--- src/rtl/vector_dispatch_queue.sv ---
// vector_dispatch_queue: buffers vector instructions from the scalar core, issues them to the vector unit and tracks completion
module vector_dispatch_queue #(
    parameter int DEPTH   = 4,
    parameter int MAX_OUT = 8
) (
    input  logic                         clk,
    input  logic                         rst,
    input  logic                         is_vector,
    input  logic [31:0]                  instruction,
    input  logic [31:0]                  rs1_data,
    input  logic [31:0]                  rs2_data,
    output logic                         scalar_stall,
    input  logic                         fence_req,
    output logic                         vec_valid,
    output logic [31:0]                  vec_instr,
    output logic [31:0]                  vec_rs1,
    output logic [31:0]                  vec_rs2,
    input  logic                         vec_ready,
    input  logic                         vec_done,
    output logic [$clog2(DEPTH):0]       q_count,
    output logic [$clog2(MAX_OUT+1)-1:0] outstanding,
    output logic                         vec_busy,
    output logic                         err
);
    localparam int AW = $clog2(DEPTH);
    localparam int CW = AW + 1;
    localparam int OW = $clog2(MAX_OUT + 1);

    logic [95:0]   mem [DEPTH];
    logic [AW-1:0] head;
    logic [AW-1:0] tail;
    logic          full;
    logic          enq;
    logic          deq;
    logic          ret;
    logic          bad;

    assign full         = q_count == CW'(DEPTH);
    assign vec_busy     = q_count != '0 || outstanding != '0;
    assign scalar_stall = (is_vector && full) || (fence_req && vec_busy);
    assign vec_valid    = q_count != '0 && outstanding < OW'(MAX_OUT);
    assign enq          = is_vector && !full && !fence_req;
    assign deq          = vec_valid && vec_ready;
    assign ret          = vec_done && outstanding != '0;
    assign bad          = (is_vector && fence_req) || (vec_done && outstanding == '0);
    assign {vec_instr, vec_rs1, vec_rs2} = mem[head];

    // pointers, occupancy, in-flight count and sticky error
    always_ff @(posedge clk) begin
        if (!rst) begin
            head        <= '0;
            tail        <= '0;
            q_count     <= '0;
            outstanding <= '0;
            err         <= 1'b0;
        end else begin
            head        <= head + AW'(deq);
            tail        <= tail + AW'(enq);
            q_count     <= q_count + CW'(enq) - CW'(deq);
            outstanding <= outstanding + OW'(deq) - OW'(ret);
            err         <= err | bad;
        end
    end

    // payload storage is never reset; it is only meaningful while vec_valid is high
    always_ff @(posedge clk) begin
        if (enq) mem[tail] <= {instruction, rs1_data, rs2_data};
    end
endmodule

--- config.mk ---
export PLATFORM = sky130hd
export DESIGN_NAME = vector_dispatch_queue
export DESIGN_NICKNAME = d
export VERILOG_FILES = /design/src/rtl/vector_dispatch_queue.sv
export SDC_FILE = /design/constraint.sdc
export NUM_CORES = 1
export LEC_CHECK = 0
export CAP_MARGIN = 20
export CELL_PAD_IN_SITES_DETAIL_PLACEMENT = 1
export CELL_PAD_IN_SITES_GLOBAL_PLACEMENT = 2
export CORE_UTILIZATION = 33
export DETAILED_ROUTE_END_ITERATION = 10
export PLACE_DENSITY = 0.75
export SLEW_MARGIN = 20
export SYNTH_ARGS = -nofsm -noshare
export SYNTH_HDL_FRONTEND = slang
export SYNTH_SLANG_ARGS = --single-unit
--- constraint.sdc ---
create_clock -name clk -period 31.3 [get_ports clk]
set_clock_uncertainty 0.15 [all_clocks]
set_input_delay 9.39 -clock clk [delete_from_list [all_inputs] [get_ports clk]]
set_output_delay 9.39 -clock clk [all_outputs]
set_load 0.02 [all_outputs]
==> impl_metrics.ini <==
[grt]
overflow = 0
gr-usage-all-layers_pct = 14.01
grt_pass1_wl_mm = 46.11
antenna_found_initial = 4
grt_start_max_net_pins = 63
grt_pass1_vias = 7414

[cells_and_area]
nNetsFinal = 929
final_core_util_pct = 43.10
area_growth_pct = 28.29
instances_no_fill = 1434
drive_gt1_share_pct = 20.75
post-route-cell-area_um2 = 18650

[die]
core_um2 = 43270
initial_core_util_pct = 33.60
die_area_um2 = 44890
die_h_um = 211.9
rows = 76
die_w_um = 211.9
pin_count = 209

[timing]
holdWs_ns = 0.4125
rsz0062_at_grt = false
setup_violations = 0
fin_crit_ns = 20.40
fin_setup_tns_ns = 0
hold_violations = 0
worst_pin_slew_ns = 1.043
slew_viol_final = 0
period_share_pct = 65.17
slew_headroom_pct = 30.48
max_freq_mhz = 49.02

[synth]
synth_cell_types = 34
synthArstFlopShare_pct = 0
ys_top_cells_by_area = edfxtp_1 (79%), mux4_2 (15%), dfxtp_1 (1.7%)
synth_seq_cells = 396
synthesis.nets = 689
syn_area_um2 = 14540
synth_largest_area_cell = edfxtp_1
yosys_warnings = 0
synth-edff-count = 384
synth_seq_area_share_pct = 80.98
netlist_instances = 578
synth.top_cell.area_share_pct = 79.33
synth_ff_type = edfxtp_1
synth_area_per_cell_um2 = 25.15

[clock_network]
htree_num_levels = 2
cts_buffers = 43
cts_tree = yes
numClockSinks = 396
clk_pin_slew_ns = 0.06
cts-resized-gates = 0
cts-root-buf = clkbuf_16
clockBufferDepth = 3
cts_hold_buf = 0
insertion_delay_ns = 0.55
post-cts-setup-buffers = 0

[outcome]
status = completed

[setup_path]
worstPathMaxFanout = 4
cp_data_arrival_time_ns = 10.86
reg2reg_from = q_count[1]$_SDFF_PN0_
start_kind = primary input
r2r_end = mem[3][20]$_DFFE_PP_
cp.required_ns = 21.76
worstSetupEndpointType = primary output
reg2reg_slack_ns = 28.15
worst-setup-path-type = in2out
reg2reg_depth = 5

[route]
top_layer = met5
drt-vias-per-instance = 4.681
wl_met1_mm = 12.86
wl_met3_mm = 2.297
dr_total_vias = 6712
met2_length_mm = 15.14
drtIter0Drc = 308
wl_mm = 31.03
wire_per_inst_um = 21.64
firstDrtPassIters = 5
postRouteAntennaNets = 0
post-route-drc-count = 0

[placement]
placed_area_um2 = 17320
gp_congestion = 0.6848
place_inst = 1358
dp_hpwl_mm = 18.15
io_buffers = 208

[min_path]
min_path_type = reg2reg
holdPathStages = 2
whs_endpoint = err$_SDFF_PN0_
hold_path_startpoint = err$_SDFF_PN0_

[pwr]
peakVddDrop_v = 0.00005443
p_per_area_nw_per_um2 = 76.18
p_leak_nw = 5.803

[job]
max_cap_viol_count = 0
[where the power goes]
| part | internal, W | switching, W | total (W) |
|---|---|---|---|
| clock network | 0.000278 | 0.000202 | 0.000480 |
| registers | 0.000609 | 0.0000165 | 0.000625 |
| logic | 0.000161 | 0.000154 | 0.000315 |
| total | 0.00105 | 0.000372 | 0.00142 |
[layout by cell type (no fill, tap or decap), types with 3 or more instances in the layout]
master	count
and2_1	6
buf_4	10
clkbuf_1	7
clkbuf_16	45
clkdlybuf4s50_1	208
clkinv_1	8
clkinv_2	5
clkinv_4	3
clkinvlp_4	5
dfxtp_1	10
edfxtp_1	384
ha_1	7
inv_1	9
mux4_2	96
nand2_1	5
nor2_1	3
nor2b_1	3
nor3b_2	3
xnor2_1	4
[worst max-delay path, cell delays in order]
cell and delay [ns]:
clkdlybuf4s50_1 0.53, a21oi_1 0.07, o21ai_0 0.22, clkdlybuf4s50_1 0.65
[Yosys cell counts (2+ instances only)]
cell type / instances
nor2_1: 3
nor3b_1: 3
and2_1: 6
ha_1: 7
clkbuf_1: 6
mux4_2: 96
buf_2: 13
mux2i_1: 2
o31ai_1: 2
nand2b_1: 2
nor2b_1: 3
xnor2_1: 4
dfxtp_1: 12
a21oi_1: 2
buf_6: 2
edfxtp_1: 384
inv_1: 9
fa_1: 2
nand2_1: 5
[flip-flops by register name, indices dropped and copies added, names as in the netlist]
name	flops
err	1
head	2
mem	384
outstanding	4
q_count	3
tail	2
[logic make-up (layout without fill, tap and decap cells)]
group,after synthesis,count (layout),synth area share [%]
buffers and inverters,32,302,1.179
DFF,396,396,80.98
adders and majority gates,9,9,0.8779
xor gates and xnor gates,5,5,0.3012
other,0,1,0
muxes,98,98,15.01
and+or+nand+nor,29,29,1.222
AOI/OAI and AO/OA,9,9,0.4304
[metrics by stage]
step	setup WS (ns)	power, W
3_5_place_dp	10.92	0.0009597
5_1_grt	10.87	0.001478
3_3_place_gp	10.99	0.0009560
6_report	10.90	0.001421
2_1_floorplan	11.85	0.0008252
4_1_cts	10.92	0.001448
[cell type report]
class	count	area, µm²
Timing Repair Buffer	218	2157
Antenna cell	1	2.502
Sequential cell	396	11780
Multi-Input combinational cell	150	2614
Inverter	9	33.78
Fill cell	4033	24620
Clock inverter	23	178.9
Tap cell	585	732.0
Clock buffer	52	1152
[per-layer routing]
layer / GRT usage (%) / vias to the layer above
li1: - / 2953
met1: 17.29 / 3511
met2: 22.97 / 190
met3: 4.703 / 52
met4: 4.923 / 6
met5: 0 / -
[how the worst max path moves through the flow]
stage	startpoint	endpoint	slack [ns]	depth (start not counted)
2_1_floorplan	is_vector	scalar_stall	11.85	2
3_3_place_gp	fence_req	scalar_stall	10.99	4
3_5_place_dp	is_vector	scalar_stall	10.92	4
4_1_cts	fence_req	scalar_stall	10.92	4
5_1_grt	fence_req	scalar_stall	10.87	4
6_report	fence_req	scalar_stall	10.90	4
Power figures use the tool's default switching activity.
